--- src/rtl/bus_txn_arbiter_if.sv ---
// Bus bundle between the two CPU cache controllers, the snoop/invalidate
// inputs of each cache, and the arbiter that sequences shared-bus transactions.
interface bus_txn_arbiter_if #(
  parameter int ADDR_W = 13
);
  logic              req_0;
  logic              req_1;
  logic [1:0]        op_0;
  logic [1:0]        op_1;
  logic [ADDR_W-1:0] addr_0;
  logic [ADDR_W-1:0] addr_1;
  logic              snoop_hit;
  logic              dmem_rdy;

  logic              grant_0;
  logic              grant_1;
  logic [1:0]        bus_op;
  logic [ADDR_W-1:0] bus_addr;
  logic              snoop_req;
  logic              inv_other;
  logic [1:0]        src_sel;
  logic              done_0;
  logic              done_1;
  logic              timeout_err;
  logic              op_err;
  logic              busy;

  modport slave (
    input  req_0, req_1, op_0, op_1, addr_0, addr_1, snoop_hit, dmem_rdy,
    output grant_0, grant_1, bus_op, bus_addr, snoop_req, inv_other,
           src_sel, done_0, done_1, timeout_err, op_err, busy
  );

  modport master (
    output req_0, req_1, op_0, op_1, addr_0, addr_1, snoop_hit, dmem_rdy,
    input  grant_0, grant_1, bus_op, bus_addr, snoop_req, inv_other,
           src_sel, done_0, done_1, timeout_err, op_err, busy
  );
endinterface

--- src/rtl/bus_txn_arbiter.sv ---
// Round-robin arbiter for the shared snooping bus between cpu0 and cpu1; it
// walks the owner's transaction through snoop, invalidate and transfer phases.
module bus_txn_arbiter #(
  parameter int XFER_CYCLES = 4,
  parameter int MEM_TIMEOUT = 15,
  parameter int ADDR_W      = 13
) (
  input logic              clk,
  input logic              rst,
  bus_txn_arbiter_if.slave bus
);

  typedef enum logic [2:0] {
    IDLE,
    SNOOP,
    INV,
    XFER_PROC,
    XFER_MEM,
    DONE
  } state_t;

  localparam logic [1:0] OP_READ  = 2'b00;
  localparam logic [1:0] OP_WRITE = 2'b01;
  localparam logic [1:0] OP_INV   = 2'b10;
  localparam logic [7:0] XFER_LAST = 8'(XFER_CYCLES - 1);
  localparam logic [7:0] MEM_LAST  = 8'(MEM_TIMEOUT - 1);

  state_t            r_state;
  logic              r_owner;
  logic              r_last_owner;
  logic [1:0]        r_op_q;
  logic [ADDR_W-1:0] r_addr_q;
  logic [7:0]        r_cnt;
  logic              r_grant_0;
  logic              r_grant_1;
  logic              r_snoop_req;
  logic              r_inv_other;
  logic [1:0]        r_src_sel;
  logic              r_done_0;
  logic              r_done_1;
  logic              r_timeout_err;
  logic              r_op_err;
  logic              r_busy;

  logic              w_any_req;
  logic              w_winner;
  logic [1:0]        w_op;
  logic [ADDR_W-1:0] w_addr;

  // On a tie the CPU that did not own the bus last time wins.
  assign w_any_req = bus.req_0 | bus.req_1;
  assign w_winner  = (bus.req_0 & bus.req_1) ? ~r_last_owner : bus.req_1;
  assign w_op      = w_winner ? bus.op_1   : bus.op_0;
  assign w_addr    = w_winner ? bus.addr_1 : bus.addr_0;

  // Every transition also loads the outputs belonging to the state being
  // entered, so all outputs are registered yet line up with the state.
  always_ff @(posedge clk or posedge rst) begin
    if (rst) begin
      r_state       <= IDLE;
      r_owner       <= 1'b0;
      r_last_owner  <= 1'b1;
      r_op_q        <= 2'b00;
      r_addr_q      <= '0;
      r_cnt         <= 8'd0;
      r_grant_0     <= 1'b0;
      r_grant_1     <= 1'b0;
      r_snoop_req   <= 1'b0;
      r_inv_other   <= 1'b0;
      r_src_sel     <= 2'b00;
      r_done_0      <= 1'b0;
      r_done_1      <= 1'b0;
      r_timeout_err <= 1'b0;
      r_op_err      <= 1'b0;
      r_busy        <= 1'b0;
    end else begin
      r_snoop_req   <= 1'b0;
      r_inv_other   <= 1'b0;
      r_src_sel     <= 2'b00;
      r_done_0      <= 1'b0;
      r_done_1      <= 1'b0;
      r_timeout_err <= 1'b0;
      r_op_err      <= 1'b0;
      case (r_state)
        IDLE: begin
          if (w_any_req) begin
            r_owner      <= w_winner;
            r_last_owner <= w_winner;
            r_op_q       <= w_op;
            r_addr_q     <= w_addr;
            r_cnt        <= 8'd0;
            r_grant_0    <= ~w_winner;
            r_grant_1    <= w_winner;
            r_busy       <= 1'b1;
            case (w_op)
              OP_READ, OP_WRITE: begin
                r_state     <= SNOOP;
                r_snoop_req <= 1'b1;
              end
              OP_INV: begin
                r_state     <= INV;
                r_inv_other <= 1'b1;
              end
              default: begin
                r_state  <= DONE;
                r_op_err <= 1'b1;
                r_done_0 <= ~w_winner;
                r_done_1 <= w_winner;
              end
            endcase
          end
        end
        SNOOP: begin
          if (r_op_q == OP_WRITE) begin
            r_state     <= INV;
            r_inv_other <= 1'b1;
          end else if (bus.snoop_hit) begin
            r_state   <= XFER_PROC;
            r_src_sel <= 2'b01;
            r_cnt     <= 8'd0;
          end else begin
            r_state <= XFER_MEM;
            r_cnt   <= 8'd0;
          end
        end
        INV: begin
          if (r_op_q == OP_WRITE) begin
            r_state <= XFER_MEM;
            r_cnt   <= 8'd0;
          end else begin
            r_state  <= DONE;
            r_done_0 <= ~r_owner;
            r_done_1 <= r_owner;
          end
        end
        XFER_PROC: begin
          if (r_cnt == XFER_LAST) begin
            r_state  <= DONE;
            r_done_0 <= ~r_owner;
            r_done_1 <= r_owner;
          end else begin
            r_cnt     <= r_cnt + 8'd1;
            r_src_sel <= 2'b01;
          end
        end
        // dmem_rdy on the final allowed cycle still wins over the timeout.
        XFER_MEM: begin
          if (bus.dmem_rdy || (r_cnt == MEM_LAST)) begin
            r_state       <= DONE;
            r_done_0      <= ~r_owner;
            r_done_1      <= r_owner;
            r_timeout_err <= ~bus.dmem_rdy;
          end else begin
            r_cnt <= r_cnt + 8'd1;
          end
        end
        DONE: begin
          r_state   <= IDLE;
          r_grant_0 <= 1'b0;
          r_grant_1 <= 1'b0;
          r_busy    <= 1'b0;
        end
        default: begin
          r_state   <= IDLE;
          r_grant_0 <= 1'b0;
          r_grant_1 <= 1'b0;
          r_busy    <= 1'b0;
        end
      endcase
    end
  end

  assign bus.grant_0     = r_grant_0;
  assign bus.grant_1     = r_grant_1;
  assign bus.bus_op      = r_op_q;
  assign bus.bus_addr    = r_addr_q;
  assign bus.snoop_req   = r_snoop_req;
  assign bus.inv_other   = r_inv_other;
  assign bus.src_sel     = r_src_sel;
  assign bus.done_0      = r_done_0;
  assign bus.done_1      = r_done_1;
  assign bus.timeout_err = r_timeout_err;
  assign bus.op_err      = r_op_err;
  assign bus.busy        = r_busy;

endmodule

--- src/flat_wrapper.sv ---
// flat-port wrapper written by rule: the top's interface ports become plain ports
module bus_txn_arbiter_flat 
#(
  parameter int XFER_CYCLES = 4,
  parameter int MEM_TIMEOUT = 15,
  parameter int ADDR_W      = 13
)
  (clk, rst, bus_req_0, bus_req_1, bus_op_0, bus_op_1, bus_addr_0, bus_addr_1, bus_snoop_hit, bus_dmem_rdy, bus_grant_0, bus_grant_1, bus_bus_op, bus_bus_addr, bus_snoop_req, bus_inv_other, bus_src_sel, bus_done_0, bus_done_1, bus_timeout_err, bus_op_err, bus_busy);
  bus_txn_arbiter_if #(.ADDR_W(ADDR_W)) bus_i ();
  input logic clk;
  input logic rst;
  input wire logic [$bits(bus_i.req_0)-1:0] bus_req_0;
  input wire logic [$bits(bus_i.req_1)-1:0] bus_req_1;
  input wire logic [$bits(bus_i.op_0)-1:0] bus_op_0;
  input wire logic [$bits(bus_i.op_1)-1:0] bus_op_1;
  input wire logic [$bits(bus_i.addr_0)-1:0] bus_addr_0;
  input wire logic [$bits(bus_i.addr_1)-1:0] bus_addr_1;
  input wire logic [$bits(bus_i.snoop_hit)-1:0] bus_snoop_hit;
  input wire logic [$bits(bus_i.dmem_rdy)-1:0] bus_dmem_rdy;
  output wire logic [$bits(bus_i.grant_0)-1:0] bus_grant_0;
  output wire logic [$bits(bus_i.grant_1)-1:0] bus_grant_1;
  output wire logic [$bits(bus_i.bus_op)-1:0] bus_bus_op;
  output wire logic [$bits(bus_i.bus_addr)-1:0] bus_bus_addr;
  output wire logic [$bits(bus_i.snoop_req)-1:0] bus_snoop_req;
  output wire logic [$bits(bus_i.inv_other)-1:0] bus_inv_other;
  output wire logic [$bits(bus_i.src_sel)-1:0] bus_src_sel;
  output wire logic [$bits(bus_i.done_0)-1:0] bus_done_0;
  output wire logic [$bits(bus_i.done_1)-1:0] bus_done_1;
  output wire logic [$bits(bus_i.timeout_err)-1:0] bus_timeout_err;
  output wire logic [$bits(bus_i.op_err)-1:0] bus_op_err;
  output wire logic [$bits(bus_i.busy)-1:0] bus_busy;
  assign bus_i.req_0 = bus_req_0;
  assign bus_i.req_1 = bus_req_1;
  assign bus_i.op_0 = bus_op_0;
  assign bus_i.op_1 = bus_op_1;
  assign bus_i.addr_0 = bus_addr_0;
  assign bus_i.addr_1 = bus_addr_1;
  assign bus_i.snoop_hit = bus_snoop_hit;
  assign bus_i.dmem_rdy = bus_dmem_rdy;
  assign bus_grant_0 = bus_i.grant_0;
  assign bus_grant_1 = bus_i.grant_1;
  assign bus_bus_op = bus_i.bus_op;
  assign bus_bus_addr = bus_i.bus_addr;
  assign bus_snoop_req = bus_i.snoop_req;
  assign bus_inv_other = bus_i.inv_other;
  assign bus_src_sel = bus_i.src_sel;
  assign bus_done_0 = bus_i.done_0;
  assign bus_done_1 = bus_i.done_1;
  assign bus_timeout_err = bus_i.timeout_err;
  assign bus_op_err = bus_i.op_err;
  assign bus_busy = bus_i.busy;
  bus_txn_arbiter #(.XFER_CYCLES(XFER_CYCLES), .MEM_TIMEOUT(MEM_TIMEOUT), .ADDR_W(ADDR_W)) u_core (.clk(clk), .rst(rst), .bus(bus_i));
endmodule
--- config.mk ---
export PLATFORM = sky130hd
export DESIGN_NAME = bus_txn_arbiter_flat
export DESIGN_NICKNAME = d
export VERILOG_FILES = /design/src/rtl/bus_txn_arbiter_if.sv /design/src/rtl/bus_txn_arbiter.sv /design/src/flat_wrapper.sv
export SDC_FILE = /design/constraint.sdc
export NUM_CORES = 1
export LEC_CHECK = 0
export CAP_MARGIN = 10
export CORE_MARGIN = 2
export CORE_UTILIZATION = 42
export CTS_CLUSTER_DIAMETER = 100
export DETAILED_ROUTE_END_ITERATION = 10
export PLACE_DENSITY = 0.76
export SLEW_MARGIN = 0
export SYNTH_ARGS = -nofsm -noshare
export SYNTH_HDL_FRONTEND = slang
export SYNTH_SLANG_ARGS = --single-unit
--- constraint.sdc ---
create_clock -name clk -period 2.2 [get_ports clk]
set_clock_uncertainty 0.15 [all_clocks]
set_input_delay 0.22 -clock clk [delete_from_list [all_inputs] [get_ports clk]]
set_output_delay 0.22 -clock clk [all_outputs]
set_load 0.03 [all_outputs]
==> key figures <==
Synth
  – Seq/Total Area, Yosys: 47.1%
  – Synthesized flop and latch total: 38
  – Mux cell area share after synthesis: around 2.2%
  – Post-synth cell types: 48
  – Simple-gate share of the synthesized area: 26.5%
  – Synth Area in Adders: 1.24%
  – Largest family of logic cells by synthesized area: simple AND/OR/NAND/NOR gates
  – Synth warn: 0
  – Synth top area cells: dfrtp_1 46%, nand2_1 8.5%, nor2_1 6.1%
  – Post-synth net total: between 200 and 300
  – Post-synth ARST share: 100%
  – Synth Area in Compound Gates: 17.9%
  – Top FF cell, synth: dfrtp_1
  – Post-Synthesis Cells: about 230
  – Number of enable flip-flop cells after synthesis: 0
  – Share of the synthesized area in the top cell type: 45.8%
  – Yosys top cell by area: dfrtp_1
  – Syn_area_per_cell: a little under 9 um^2
  – Post-synthesis xor/xnor area fraction: 1.30%
  – Mapped cell area: 2020 um^2

Clock network
  – H-tree Lvls: 2
  – Clock slew at reported path FFs: 80 ps
  – CTS Sinks: 38
  – Clock Tree Root: clkbuf_8
  – Clock buffer depth: 2
  – CTS tree: done
  – Clock Latency Late Sink: 290 ps
  – CTS Buf Count: 5
  – Hold_buf cts: 0

Floorplanning
  – Row Count: 25
  – Number of top-level pins: 62
  – DIE AREA: between 5000 and 6000 um^2
  – Die width: 73.4 um
  – Die Y: 73.4 um
  – Core region area: approximately 4700 um^2
  – Initial Util: ~43%

Worst hold path
  – HP Class: in -> async

Detailed routing
  – Wire per inst: 13.9 um
  – DRT Pass-1 Iters: 4
  – Drt drc: 0
  – Antenna-violating nets left: 0
  – DR vias: 1,939
  – DRT iter0 DRCs: roughly 130
  – Drt total wl: ~5000 um
  – Vias/cell: 5.33

Global routing
  – First-pass GRT wire length: 8560 um
  – Largest net degree at the start of global routing: 32
  – GR Util All Layers: 20.4%
  – Grt ovf: 0
  – GR Util met3: 8.78%
  – Met1 Usage GRT: approximately 26%
  – Gr busiest metal: met2
  – Initial antenna violation count: 0
  – Vias in the first global route: 1,875
  – Met2 Use GR: around a third

Finish
  – Nets: 347
  – Filler cells: 382
  – Area Growth Syn to Fin: 49.3%
  – Ant. Diodes: 0
  – Share of layout cells above drive strength 1: 16.8%
  – Sequential Area: 952 um^2
  – Area occupied by multi-input gates: ~1000 um^2

Timing
  – Pins Over Slew Limit: 0
  – Fin crit share: about 98%
  – Final setup vio count: 0
  – RSZ-0062 raised after global routing: true
  – Final period demand of the worst path: 2160 ps
  – Tightest Pin Transition: 536 ps
  – FMAX: 462 MHz
  – Final hold violation count: 0
  – Slew headroom: 63.9%
  – Setup_tns: 0 ps

Placement
  – Dpl hpwl: 3690 um
  – PortBufs: 60
  – Gpl congestion: 0.818

Power and ir drop
  – Max VDD drop: 0.616 mV
  – LEAKAGE: about 1.3 nW
  – Pwr/cell area: 1410 nW/um^2
  – Tot Pwr: 4.26 mW

Critical path
  – Critical path class: reg -> reg
  – Reg2Reg Depth: 6
  – Critical path data arrival time: 2200 ps
  – CP max FO: 5
  – Critical Path Sink Type: flop
  – CP startpoint kind: flop
  – Critical path data required time: 2230 ps

Status
  – Status: completed

Flow run
  – Number of max-cap violations: 0
placed cells by master (no fill, tap or decap), types with 2 or more instances in the layout:
cell type        Yosys  routed
o21ai_0             10      10
ha_2                 0       2
nor4_1               3       3
nand2_1             46      46
inv_1                3       2
mux2_4               0       2
nand3_1              2       2
clkbuf_8             0       5
clkdlybuf4s50_1      0      60
and3_1               3       2
nand2b_1             3       3
a22o_1               2       2
xor2_1               2       2
nor2_1              33      33
nor3_1               5       4
nor2b_1              5       5
nand4_1              3       3
a21oi_1              7       7
buf_4                1      25
a31oi_1             16      16
or3_1                2       2
dfrtp_1             37      37
bufinv_16            0       2
a21o_1               3       3
final cells by class:
cell class | instances | area share (%)
clock inverter | 3 | 2.28
clock buffer | 5 | 2.28
inverter | 3 | 0.373
tap | 54 | 2.24
sequential | 38 | 31.5
multi-input combinational | 175 | 34.5
timing repair buffer | 86 | 26.8
layer usage:
layer / vias up / routed length [um]
li1: 960 / -
met4: 0 / 57
met2: 75 / 2420
met5: - / 0
met1: 897 / 2170
met3: 7 / 426
critical path: stages, from the launching register on:
cell	delay [ps]
dfrtp_1	430
ha_2	200
nor3b_4	150
a32o_2	310
a211oi_4	340
nand4_1	160
mux2_4	320
cell families after synthesis:
| kind of cell | Yosys count |
|---|---|
| simple gates | 115 |
| compound gates | 50 |
| flops | 38 |
| buf+inv | 15 |
| mux | 4 |
| xor+xnor | 3 |
| fa+ha+maj | 2 |
| other cells | 1 |
stage by stage:
step                area [um^2]  util (%)  std cells  worst slack [ps]  hold slack, ps
floorplan                  2040         -        228              79.0             219
detailed placement         2790      59.4        347             -61.8             344
global placement           2790      59.4        347              13.7             340
CTS                        2940      62.6        357              14.2             100
global route               3020      64.4        364             -38.6             117
finish                     3020      64.4        364              36.5            84.7
synthesized netlist by cell type, drive strengths merged, types with 3 or more instances:
| library cell | count |
|---|---|
| inv | 3 |
| nor2 | 33 |
| nand2 | 46 |
| dfrtp | 37 |
| mux2 | 3 |
| o21ai | 10 |
| a31oi | 16 |
| nor4 | 3 |
| nor2b | 5 |
| and3 | 3 |
| clkbuf | 9 |
| a21oi | 7 |
| nand2b | 3 |
| a21o | 3 |
| nor3 | 5 |
| buf | 3 |
| nand4 | 3 |
report_power, final:
part | internal, mW | total (mW) | switching [mW]
registers | 0.969 | 1.19 | 0.224
logic | 1.08 | 2.34 | 1.26
clock network | 0.455 | 0.723 | 0.269
registers in the layout (all words and copies together) (netlist names), 2 cells and up:
signal               flops
u_core.r_cnt             8
u_core.r_state           3
u_core.bus.bus_addr     13
u_core.bus.bus_op        2
path summary, 6_finish.rpt:
kind | slack (ps) | start | to
setup / recovery | 40 | u_core.r_cnt[0]$_DFFE_PP0P_ | u_core.r_cnt[4]$_DFFE_PP0P_
hold / removal | 80 | rst | u_core.r_cnt[5]$_DFFE_PP0P_
setup reg to reg | 40 | u_core.r_cnt[0]$_DFFE_PP0P_ | u_core.r_cnt[4]$_DFFE_PP0P_
hold reg to reg | 360 | u_core.r_owner$_DFFE_PP0P_ | u_core.r_owner$_DFFE_PP0P_
max in group asynchronous | 1240 | rst | u_core.bus.grant_1$_DFFE_PP0P_
min in group clk | 330 | bus_addr_0[3] | u_core.bus.bus_addr[3]$_DFFE_PP0P_
repair_timing:
item,CTS,global route
pin swaps,1,5
endpoints found under the setup margin,2,4
setup buffers,2,7
resized for setup,0,9
gates cloned,0,0
(Power assumes the default switching activity.)
==> RTL edit 1, RTL diff (same flow settings) <==
Encoding of `state_t`: now one-hot (6 bits for 6 states).
--- a/src/rtl/bus_txn_arbiter.sv
+++ b/src/rtl/bus_txn_arbiter.sv
@@ -12,9 +12,9 @@
 
-  typedef enum logic [2:0] {
-    IDLE,
-    SNOOP,
-    INV,
-    XFER_PROC,
-    XFER_MEM,
-    DONE
+  typedef enum logic [5:0] {
+    IDLE      = 6'b000001,
+    SNOOP     = 6'b000010,
+    INV       = 6'b000100,
+    XFER_PROC = 6'b001000,
+    XFER_MEM  = 6'b010000,
+    DONE      = 6'b100000
   } state_t;
Check against the original RTL: same outputs for any inputs over 10 cycles, from zero or initial values and one cycle with rst high; not proved beyond that.
==> RTL edit 1 against the original RTL <==
- synthesized area is 4.8% higher
- sequential cell count is 3 higher
- die area is 4.5% higher
- wire length is 5.3% higher
- total power is 6.9% higher
- design area is 8.3% higher
- core utilization is 4.0 points higher
- worst setup slack worse by 14 ps
- synthesized cell count is 11% lower
- fmax is 0.63% lower
- critical path type unchanged
- largest power group unchanged
- highest routed layer unchanged
==> RTL edit 1: results (changes against the original RTL) <==
Setup path
  • Crit-path max FO: 8 (+3)
  • Worst R2R Path Depth: 5 (-1)
  • CP Launch Point: u_core.r_state[5]$_DFFE_PP0P_

Global route
  • GR Util met3: 0.07764 (-0.01015)
  • M1 GR Usage: 0.2457 (-0.01320)
  • M2 GR Usage: 0.3012 (-0.01515)

Synthesis
  • Post-synth net total: 241 (-9.4%)
  • Mean Syn Cell Area: 10.44 sq um (+18%)
  • Sequential element share of the synthesized area: 0.4852 (+0.01462)

Final layout
  • Sequential fraction of total cell area: 0.3145 (-0.0007826)
  • Sequential cells: 41 (+7.9%)
  • Layout cells sized above 1: 0.2542 (+0.08650)
  • Non-clock buffer share: 0.2686 (+0.0009483)
  • Final #Nets: 332 (-4.3%)
  • Fillers: 373 (-2.4%)
  • Nonclk inv count: 4 (+1)

Power and ir drop
  • VDD IR max: 0.6877 mV (+12%)
  • Leakage: 1.425 nW (+8.1%)

Placed design
  • Pre-CTS WS: -108.0 ps (-46.24 ps)
  • Hpwl dp: 3.802 mm (+2.9%)

STA
  • Achievable frequency: 0.4593 GHz (-0.63%)
  • Slew of the pin with the lowest slew margin: 531.9 ps (-4.012 ps)

Routing
  • Routed WL: 5.342 mm (+5.3%)
  • Via Count: 1902 (-1.9%)
  • Routed wl met2: 2.648 mm (+9.3%)

Status
  • Status: finished, final reports clean
==> RTL edit 1: cell types whose count changed in the layout (fill, tap and decap cells not counted), moves of 7 or more <==
cell     change
o21ai_0      +7
a31oi_1     -12
mux2i_1     +15
nor2_1      -22
nand2_1     -25
buf_4        +7
o41ai_2      +9
==> RTL edit 1: cells by family (layout without fill, tap and decap cells) <==
group,count (synthesis),count (layout),share of synthesized area
AND/OR/NAND/NOR,70,70,0.1901
flip-flops,41,41,0.4852
buffers and inverters,15,107,0.03364
XOR/XNOR,2,2,0.008266
multiplexers,17,17,0.08087
AO/OA/AOI/OAI,55,55,0.1883
other,1,1,0.001769
adder cells (fa/ha/maj),2,2,0.01180
==> RTL edit 1: per-stage QoR <==
stage / instance area [sq um] / setup TNS [ps] / hold WS [ps]
after floorplan: 2120 / 0 / 132.9
after global placement: 2973 / -2.138 / 310.1
after detailed placement: 2973 / -336.8 / 320.1
after CTS: 3105 / 0 / 214.6
after global routing: 3271 / -224.5 / 273.4
final: 3271 / 0 / 195.3
==> RTL edit 1: worst max-delay path, delay by kind of cell, from the launching register on <==
kind               cells  cell delay (ps)
and+or+nand+nor        3              980
DFF                    1              410
muxes                  1              320
AOI/OAI and AO/OA      1              210
==> RTL edit 1: repair_timing <==
action                     in CTS  in global routing
cloned                          0                  0
gates resized for setup         3                 22
hold buffers                    0                  0
buffers inserted                0                  6
setup endpoints to repair       8                 16
pin swaps                       1                  9
==> RTL edit 1: report_power, final <==
group | leakage [nW] | internal [mW] | switching [mW]
combinational | 0.836 | 1.27 | 1.44
clock | 0.0574 | 0.369 | 0.260
sequential | 0.531 | 1.04 | 0.170
==> RTL edit 2, RTL diff (config.mk and constraints unchanged) <==
Made on the original files. `ADDR_W` is set to 13 in 3 places; all go to 14.
--- a/src/rtl/bus_txn_arbiter_if.sv
+++ b/src/rtl/bus_txn_arbiter_if.sv
@@ -3,3 +3,3 @@
 interface bus_txn_arbiter_if #(
-  parameter int ADDR_W = 13
+  parameter int ADDR_W = 14
 );
--- a/src/rtl/bus_txn_arbiter.sv
+++ b/src/rtl/bus_txn_arbiter.sv
@@ -5,3 +5,3 @@
   parameter int MEM_TIMEOUT = 15,
-  parameter int ADDR_W      = 13
+  parameter int ADDR_W      = 14
 ) (
--- a/src/flat_wrapper.sv
+++ b/src/flat_wrapper.sv
@@ -5,3 +5,3 @@
   parameter int MEM_TIMEOUT = 15,
-  parameter int ADDR_W      = 13
+  parameter int ADDR_W      = 14
 )
Interface: changed (resized bus_addr_0, bus_addr_1 and bus_bus_addr); port bits go from 62 to 65. No check against the original RTL was run, so the function may have changed too.
==> RTL edit 2 against the original RTL <==
- synthesized area fell by 2.9%
- design area down 4.2%
- total power fell by 9.2%
- via count decreased by 2.0%
- hold slack improved by 120 ps
- sequential cell count rose by 1
- clock power is 34% lower
- first-iteration DRC count fell by 29%
- critical path type unchanged
- fmax up 1.0%
- cell count is 1.4% lower
- combinational power decreased by 5%
- worst setup slack improved by 22 ps
- wire length up 1.6%
- critical endpoint is now u_core.r_cnt[3]$_DFFE_PP0P_
==> RTL edit 2: results (changes against the original RTL) <==
Synthesis
  • Sequential element share of the synthesized area: 0.4975 (+0.02683)
  • Post-synth net total: 267 (+0.38%)
  • Netlist cell types: 42 (-13%)
  • Top area cells in the synthesized netlist: dfrtp_1, nand2_1, a31oi_1, nor2_1, a21oi_1
  • Commonest cells post-synth: nand2_1, dfrtp_1, nor2_1

Global route
  • GR Util met3: 0.05139 (-0.03640)
  • M2 GR Usage: 0.3354 (+0.01906)
  • Largest net degree at the start of global routing: 40 (+25%)
  • M1 GR Usage: 0.2742 (+0.01526)
  • First-pass GRT wire length: 8.638 mm (+0.89%)

Routing
  • Metal-1 WL: 2.142 mm (-1.2%)
  • Initial DRC Count: 90 (-29%)
  • Via Count: 1901 (-2.0%)
  • Routed wl met3: 323 um (-24%)
  • Routed wl met2: 2.585 mm (+6.7%)

Setup path
  • Crit path DAT: 2220 ps (+20 ps)
  • CP peak stage delay: 490 ps (+60 ps)
  • Crit-path max FO: 4 (-1)

Placed design
  • Gpl congestion: 0.8460 (+3.5%)
  • Pre-CTS WS: -109.3 ps (-47.54 ps)
  • Hpwl dp: 3.706 mm (+0.30%)

Status
  • Status: finished, final reports clean

Clock tree
  • Postcts setup bufs: 0 (-2)

Final layout
  • Multi-input logic area: 950.9 sq um (-8.9%)
  • Fillers: 395 (+3.4%)
  • Max reg flops: 14 (+1)

STA
  • Max-slew headroom: 0.6413 (+0.001859)
  • Final worst slack: 58.01 ps (+21.54 ps)
  • WHS: 200.1 ps (+115.4 ps)

Power and ir drop
  • Leakage: 1.260 nW (-4.4%)
==> RTL edit 2: power groups by stage <==
stage / Combinational [mW] / Sequential [mW] / Clock, mW
floorplan: 0.874 / 1.57 / 0
global placement: 2.12 / 1.17 / 0
detailed placement: 2.16 / 1.17 / 0
CTS: 2.17 / 1.16 / 0.479
global route: 2.41 / 1.20 / 0.506
finish: 2.22 / 1.17 / 0.475
==> RTL edit 2: layout make-up <==
cell class / instances / area share
timing repair buffer: 84 / 0.2751
clock buffer: 7 / 0.02638
tap: 52 / 0.02249
clock inverter: 1 / 0.001730
sequential: 39 / 0.3378
multi-input combinational: 170 / 0.3287
inverter: 6 / 0.007785
==> RTL edit 2: path summary, 6_finish.rpt <==
| check | startpoint | endpoint |
|---|---|---|
| worst max register to register | u_core.r_state[2]$_DFFE_PP0P_ | u_core.r_cnt[3]$_DFFE_PP0P_ |
| worst min register to register | u_core.r_owner$_DFFE_PP0P_ | u_core.bus.done_0$_DFF_PP0_ |
| worst min-delay path | rst | u_core.bus.bus_addr[2]$_DFFE_PP0P_ |
| min in group clk | bus_addr_1[2] | u_core.bus.bus_addr[2]$_DFFE_PP0P_ |
| worst max-delay path | u_core.r_state[2]$_DFFE_PP0P_ | u_core.r_cnt[3]$_DFFE_PP0P_ |
| max in group asynchronous | rst | u_core.r_last_owner$_DFFE_PP1P_ |
==> RTL edit 2: cell families after synthesis <==
| family | after synthesis | synth area share |
|---|---|---|
| adders and majority gates | 2 | 0.01274 |
| buffers and inverters | 18 | 0.03758 |
| other | 1 | 0.001909 |
| DFF | 39 | 0.4975 |
| muxes | 2 | 0.01146 |
| AOI/OAI and AO/OA | 58 | 0.1917 |
| and+or+nand+nor | 105 | 0.2382 |
| xor gates and xnor gates | 2 | 0.008919 |
